File: src/rtl/rf_writeback.sv
// Register-file write-port controller: ALU results take the port first, and load
// results wait in a small FIFO. It also provides pending-write bypass for rs1/rs2.
module rf_writeback #(
  parameter int DEPTH = 4,
  parameter int XLEN  = 32
) (
  input  logic            clk,
  input  logic            rst,
  input  logic            alu_valid,
  input  logic [4:0]      alu_rd,
  input  logic [XLEN-1:0] alu_data,
  input  logic            ld_valid,
  output logic            ld_ready,
  input  logic [4:0]      ld_rd,
  input  logic [XLEN-1:0] ld_data,
  output logic            rf_we,
  output logic [4:0]      rf_rd,
  output logic [XLEN-1:0] rf_data,
  input  logic [4:0]      byp_rs1,
  input  logic [4:0]      byp_rs2,
  output logic            byp_hit1,
  output logic            byp_hit2,
  output logic [XLEN-1:0] byp_data1,
  output logic [XLEN-1:0] byp_data2,
  output logic [31:0]     pend_mask
);

  localparam int PW = $clog2(DEPTH);
  localparam int CW = PW + 1;

  logic [4:0]      ent_rd   [DEPTH];
  logic [XLEN-1:0] ent_data [DEPTH];
  logic [DEPTH-1:0] ent_live;
  logic [PW-1:0]   head;
  logic [PW-1:0]   tail;
  logic [CW-1:0]   count;

  logic alu_sel;
  logic ld_fire;
  logic push;
  logic pop;
  logic head_live;
  logic ld_sel;

  // Load handshake: a transfer happens on a rising edge where ld_valid && ld_ready.
  // ld_ready depends only on rst and count, so a full FIFO never takes a load,
  // even in a cycle where the head pops.
  assign ld_ready  = !rst && (count < CW'(DEPTH));
  assign ld_fire   = ld_valid && ld_ready;
  assign push      = ld_fire && (ld_rd != 5'd0);
  assign alu_sel   = alu_valid && (alu_rd != 5'd0);
  // Live bits are cleared on pop, so an empty FIFO never shows a live head.
  assign head_live = ent_live[head];
  assign pop       = (count != '0) && (!head_live || !alu_sel);
  assign ld_sel    = pop && head_live;

  always_ff @(posedge clk) begin
    if (rst) begin
      head     <= '0;
      tail     <= '0;
      count    <= '0;
      ent_live <= '0;
      rf_we    <= 1'b0;
      rf_rd    <= 5'd0;
      rf_data  <= '0;
    end else begin
      // A younger ALU write to the same rd makes buffered loads dead.
      for (int i = 0; i < DEPTH; i++) begin
        if (alu_sel && (ent_rd[i] == alu_rd)) begin
          ent_live[i] <= 1'b0;
        end
      end
      if (pop) begin
        ent_live[head] <= 1'b0;
        head           <= head + PW'(1);
      end
      // Placed after the kill loop so a same-cycle push stays live.
      if (push) begin
        ent_rd[tail]   <= ld_rd;
        ent_data[tail] <= ld_data;
        ent_live[tail] <= 1'b1;
        tail           <= tail + PW'(1);
      end
      count <= count + CW'(push) - CW'(pop);

      if (alu_sel) begin
        rf_we   <= 1'b1;
        rf_rd   <= alu_rd;
        rf_data <= alu_data;
      end else if (ld_sel) begin
        rf_we   <= 1'b1;
        rf_rd   <= ent_rd[head];
        rf_data <= ent_data[head];
      end else begin
        rf_we   <= 1'b0;
      end
    end
  end

  // Returns {hit, data}. The FIFO is scanned oldest to youngest, so the youngest
  // live match overrides the output stage and any older entries.
  function automatic logic [XLEN:0] lookup(input logic [4:0] rs);
    logic [XLEN:0]  res;
    logic [PW-1:0]  idx;
    res = '0;
    if (rf_we && (rf_rd == rs)) begin
      res = {1'b1, rf_data};
    end
    for (int k = 0; k < DEPTH; k++) begin
      idx = head + PW'(k);
      if (ent_live[idx] && (ent_rd[idx] == rs)) begin
        res = {1'b1, ent_data[idx]};
      end
    end
    if (rs == 5'd0) begin
      res = '0;
    end
    return res;
  endfunction

  always_comb begin
    {byp_hit1, byp_data1} = lookup(byp_rs1);
    {byp_hit2, byp_data2} = lookup(byp_rs2);
  end

  always_comb begin
    pend_mask = '0;
    for (int i = 0; i < DEPTH; i++) begin
      if (ent_live[i]) begin
        pend_mask[ent_rd[i]] = 1'b1;
      end
    end
    if (rf_we) begin
      pend_mask[rf_rd] = 1'b1;
    end
    pend_mask[0] = 1'b0;
  end

endmodule
File: config.mk
export PLATFORM = sky130hd
export DESIGN_NAME = rf_writeback
export DESIGN_NICKNAME = d
export VERILOG_FILES = /design/src/rtl/rf_writeback.sv
export SDC_FILE = /design/constraint.sdc
export NUM_CORES = 1
export LEC_CHECK = 0
export ABC_AREA = 1
export BUFFER_PORTS_ARGS = -buffer_cell sky130_fd_sc_hd__clkbuf_2
export CAP_MARGIN = 20
export CORE_MARGIN = 2
export CORE_UTILIZATION = 35
export CTS_BUF_LIST = sky130_fd_sc_hd__clkbuf_8
export CTS_CLUSTER_DIAMETER = 50
export DETAILED_ROUTE_END_ITERATION = 6
export PLACE_DENSITY = 0.55
export SYNTH_ARGS = -nofsm -noshare
export SYNTH_HDL_FRONTEND = slang
export SYNTH_SLANG_ARGS = --single-unit
File: constraint.sdc
create_clock -name clk -period 5.25 [get_ports clk]
set_input_delay 0 -clock clk [delete_from_list [all_inputs] [get_ports clk]]
set_output_delay 0 -clock clk [all_outputs]
set_load 0.01 [all_outputs]
# == Yosys cells after proc, flatten, opt, wreduce, memory -nomap -nowiden ==
# Memory sizes are Yosys's and may differ from the RTL's. A register that Yosys moved wholly into a read port is not among the register bits.
# Cells that the tools add are included.
# totals
ramBits,148
regBits,49
output_inout_bits,137
in_bits,88
memories,2
wordCells,154
# op_classes
n_eq_ne,14
mux,63
addsub,6
order_cmp,18
n_bitwise,7
n_reduce_logical,37
# memory_table
memory,depth,width,rd,rd_clocked_by_memory_dff,wr,line,source
ent_data,4,32,4,1,1,32,logic [XLEN-1:0] ent_data [DEPTH];
ent_rd,4,5,8,1,1,31,logic [4:0] ent_rd [DEPTH];
# op_table
op,n
2-to-1 mux 33 bit,12
2-to-1 mux 32 bit,7
bitwise OR 32 bit,4
equality test 5 bit,14
< comparator 5 x 6 -> 1 bit (second input constant),5
logical AND 1 bit,27
demux 1 bit (select 5 bit),5
greater-or-equal comparator 5 x 1 -> 1 bit (second input constant),5
2-to-1 mux 1 bit,24
< comparator 2 x 3 -> 1 bit (second input constant),5
2-to-1 mux 4 bit,3
logical NOT 5 bit,2
2-to-1 mux 5 bit,2
nonzero test 5 bit,2
binary-select mux 1 bit (select 2 bit),4
2-to-1 mux 2 bit,4
adder 2 x 1 -> 2 bit (second input constant),2
adder 2 bit (second input constant),2
bitwise AND 4 bit,1
demux 1 bit (select 2 bit),2
greater-or-equal comparator 2 x 1 -> 1 bit (second input constant),2
NOT 4 bit,1
bitwise OR 4 bit,1
adder 3 x 1 -> 3 bit,1
6 further kinds,8

# == Logic depth before layout (Yosys ltp) ==
# An unclocked memory read counts as a cell.
# logic_depth
ltp_word,14
mapped_depth,18
depth_no_buf,13

# == Worst setup path after synthesis ==
# Ideal clock, no wire load.
# synth_timing
path_type,reg2out
startpoint,reg head[0]
endpoint,out byp_data1[10]
t_required_ns,5.250
t_arrival_ns,2.893
path_stages_with_launch,15
slack_ns,2.357
path_buffers,5
path_cell_list,dfxtp_1 -> inv_2 -> clkbuf_1 -> clkbuf_1 -> ha_1 -> buf_2 -> clkbuf_1 -> nand2_1 -> o21ai_0 -> nor3_2 -> nand2_1 -> nor3_4 -> buf_2 -> nor2_1 -> a21oi_1
# synth_between
elab_chain_len,8
word_cells_on_any_way,25
classes_between,add/sub: 3; eq/ne: 3; mux: 13; reduce/logical: 4; memory: 2
# synth_rtl
element,line,source
from (decl),34,logic [PW-1:0] head;
from (signal assigned),75,head <= head + PW'(1);
adder 2 x 1 -> 2 bit or binary-select mux 1 bit (select 2 bit) (tied branches),"110, 111",
memory (4 x 5 bit) (tied with other cells),-,
equality test 5 bit (tied with other cells),111,if (ent_live[idx] && (ent_rd[idx] == rs)) begin
logical AND 1 bit or 2-to-1 mux 33 bit (tied branches),111,
2-to-1 mux 33 bit (2 in a row),111,
2-to-1 mux 33 bit *,111,
2-to-1 mux 33 bit *,115,if (rs == 5'd0) begin
to (decl),23,"output logic [XLEN-1:0] byp_data1,"
# Mark *: on every way between the ends. The rest lies on a longest branch, timed or not. The select of a mux whose other input is x is not followed.

# == Worst setup path after layout ==
# layout_timing
startpoint,reg head[0]
endpoint,out byp_data1[13]
# The elaborated chain is that of the path after synthesis.

==> key figures <==
Cells and area
  – Most frequent cells in the layout: nand2_1 (691), nor2_1 (310), inv_1 (278)
  – Area grow syn2layout: 15.0%
  – Final Util: 40.9%
  – # fillers: 5121
  – Fin cells: 3479
  – Diodes inserted: 0
  – Most common cell after layout, fill and taps aside: nand2_1
  – Share of cells above drive strength 1: 11.3%
  – # nets final: around 3000

Place
  – Dpl cells: around 3400
  – Hpwl dp: 59600 um
  – RD Place Congestion: 0.966
  – Port buffer count: about 220

Global routing
  – Gr usage total: 31.2%
  – First-pass GRT wire length: 117000 um
  – Global route overflow: 0
  – Number of global-route vias before repair: about 18000
  – Initial antenna violation count: 2
  – Largest net degree at the start of global routing: 107

Hold path
  – Min-delay src: alu_valid
  – Hold Path Class: input pin to flip-flop

STA
  – Post-layout min period: about 4700 ps
  – Worst Max-Slew Pin Slew: 1190 ps
  – Max Clk Rate: approximately 0.21 GHz
  – Setup_tns: 0 ps
  – Relative slew slack: 20.3%
  – Worst Hold Slack: slightly below 80 ps
  – Setup Viol. Count Final: 0
  – Setup Skew: 21.5 ps
  – RSZ-0062 raised after global routing: false
  – Final hold vios: 0
  – Final period utilization: between 80% and 90%
  – Slew Viols, Final: 0

Pwr
  – VDD IR max: 299 uV
  – P_leak: 8.76 nW
  – Power Dens Cells: 429 nW/um^2

Die
  – Die W: ~220 um
  – # IOs: ~230
  – Core area: 47800 um^2
  – Initial Util: 35.5%
  – Std cell rows: 80
  – Die Height: 224 um
  – Die ar.: 50400 um^2

Logic synthesis
  – Post-Syn Instances: 2700
  – Ys Warns: 0
  – Dominant cells by area after synthesis: edfxtp_1 (26%), nand2_1 (15%), o21ai_0 (7.2%), nor2_1 (7.0%), a21oi_1 (6.6%)
  – Syn Std Cell Area: 17000 um^2
  – FF+latch count, synth: 199
  – Synth cell types: 42
  – Seq/Total Area, Yosys: roughly 32%
  – Area leader, netlist: edfxtp_1
  – Avg Inst Size Synth: 6.30 um^2
  – Top cell type's share of synthesized area: 26.1%
  – Net Count, Synth: 2799

Clock network
  – Htree depth: 4
  – CTS tree: yes
  – Setup Fix Bufs, Post-CTS: 0
  – Maximum buffer depth of the clock tree: 2
  – CTS Sinks: 199
  – Clock Latency Late Sink: about 570 ps
  – Clock buffer count from CTS: 17
  – Root Buffer: clkbuf_8
  – Clock-pin slew on the worst setup and hold paths: around 110 ps

Route
  – Vias: about 20000
  – Met3 WL: 7710 um
  – Met2 wire len: roughly 33000 um
  – DR WL/cell: between 20 and 25 um
  – Top Layer Used: met5
  – DRT Pass-1 Iters: 6
  – Post-route DRC: 0
  – Remaining antenna violation count: 0
  – Routed wire length: 80000 um
  – Via density: 5.71
  – Met1 WL: about 38000 um
  – Initial drt markers: 2777

Critical path
  – Endpoint type of the worst setup path: primary output
  – Worst setup path start: head[0]
  – Startpoint Class: flip-flop
  – WP data required: 5250 ps
  – Crit path DAT: 4670 ps
  – Reg2reg start: head[1]
  – CP Class: flip-flop to primary output
  – Crit path max fanout: 80

Run status
  – Run status: complete, no violations

Run
  – Max Cap Viol: 0
-- through the flow --
step	power, W	setup WS [ps]	cell area [um^2]
floorplan	0.00520	2360	17000
global placement	0.00705	1220	18300
detailed placement	0.00709	1310	18400
CTS	0.00820	663	19600
global route	0.00889	325	19600
finish	0.00839	584	19600
-- kinds of logic (layout without fill, tap and decap cells) --
logic type,after synthesis,after routing,synth area share [%]
adder cells (fa/ha/maj),11,11,0.854
AND/OR/NAND/NOR,1346,1346,33.4
buffers and inverters,487,651,11.6
AO/OA/AOI/OAI,620,620,20.2
flip-flops,199,199,32.1
XOR/XNOR,36,36,1.85
other,1,1,0.0221
-- worst paths after layout --
path	end	slack [ps]	cells after the start
worst max-delay path	byp_data1[13]	580	14
worst min-delay path	rf_data[30]	80	5
worst max register to register	count[2]	2130	13
worst min register to register	ent_live[0]	500	2
-- state kept, by name, summed over array words and instances, names as in the netlist, named ones only --
name and count:
ent_data 128, rf_data 32, ent_rd 20, rf_rd 5, ent_live 4, count 3, head 2, tail 2
rf_we 1
-- area by class of cell --
class                      count  area, um^2  area share (%)
timing repair buffer         336        2220            11.4
tap                          615         769            3.94
sequential                   199        5470            28.0
clock inverter                13         173           0.883
multi-input combinational   2014        9590            49.1
clock buffer                  19         262            1.34
inverter                     283        1060            5.44
-- where the power goes --
part	total, W	switching, W	internal (W)
Sequential	0.00196	0.000143	0.00182
Combinational	0.00537	0.00411	0.00126
Clock	0.00107	0.000636	0.000431
Total	0.00839	0.00489	0.00350
-- repair_timing --
action / CTS / global route
resized for setup: 0 / 0
hold endpoints to repair: 188 / 0
hold buffers: 71 / 0
-- critical path, stage by stage (launching register included) --
cell      delay (ps)
dfxtp_4          460
inv_2             90
buf_4            720
nand2_1          150
nand3_1          120
nand2_1          120
nand2_1           90
nand2_1           60
nor2_2           700
nand3_2          470
buf_4            410
nand3_1          150
nand2_1           70
a21oi_1          270
clkbuf_2         200
-- synth_stat cells (all sizes together) --
cell type  number
or2             1
a211o          14
o22ai          35
a31oi          32
nor3b           1
fa              1
nand3         183
nand2         692
buf            82
nand4          98
clkbuf        122
o211ai          2
inv           283
a211oi          2
dfxtp          51
conb            1
edfxtp        148
xor2           28
nor3           44
o221ai         10
o21ai         253
nand3b          2
a221oi          8
a21oi         225
nor2b           3
o2111ai         5
a22oi          32
o21a            2
ha             10
xnor2           8
nor2          322
-- routing by layer --
layer	up-vias	global-route usage, %
li1	9330	-
met1	9382	47.9
met2	1050	43.9
met3	88	6.15
met4	2	8.37
met5	-	0
(Power assumes the default switching activity.)
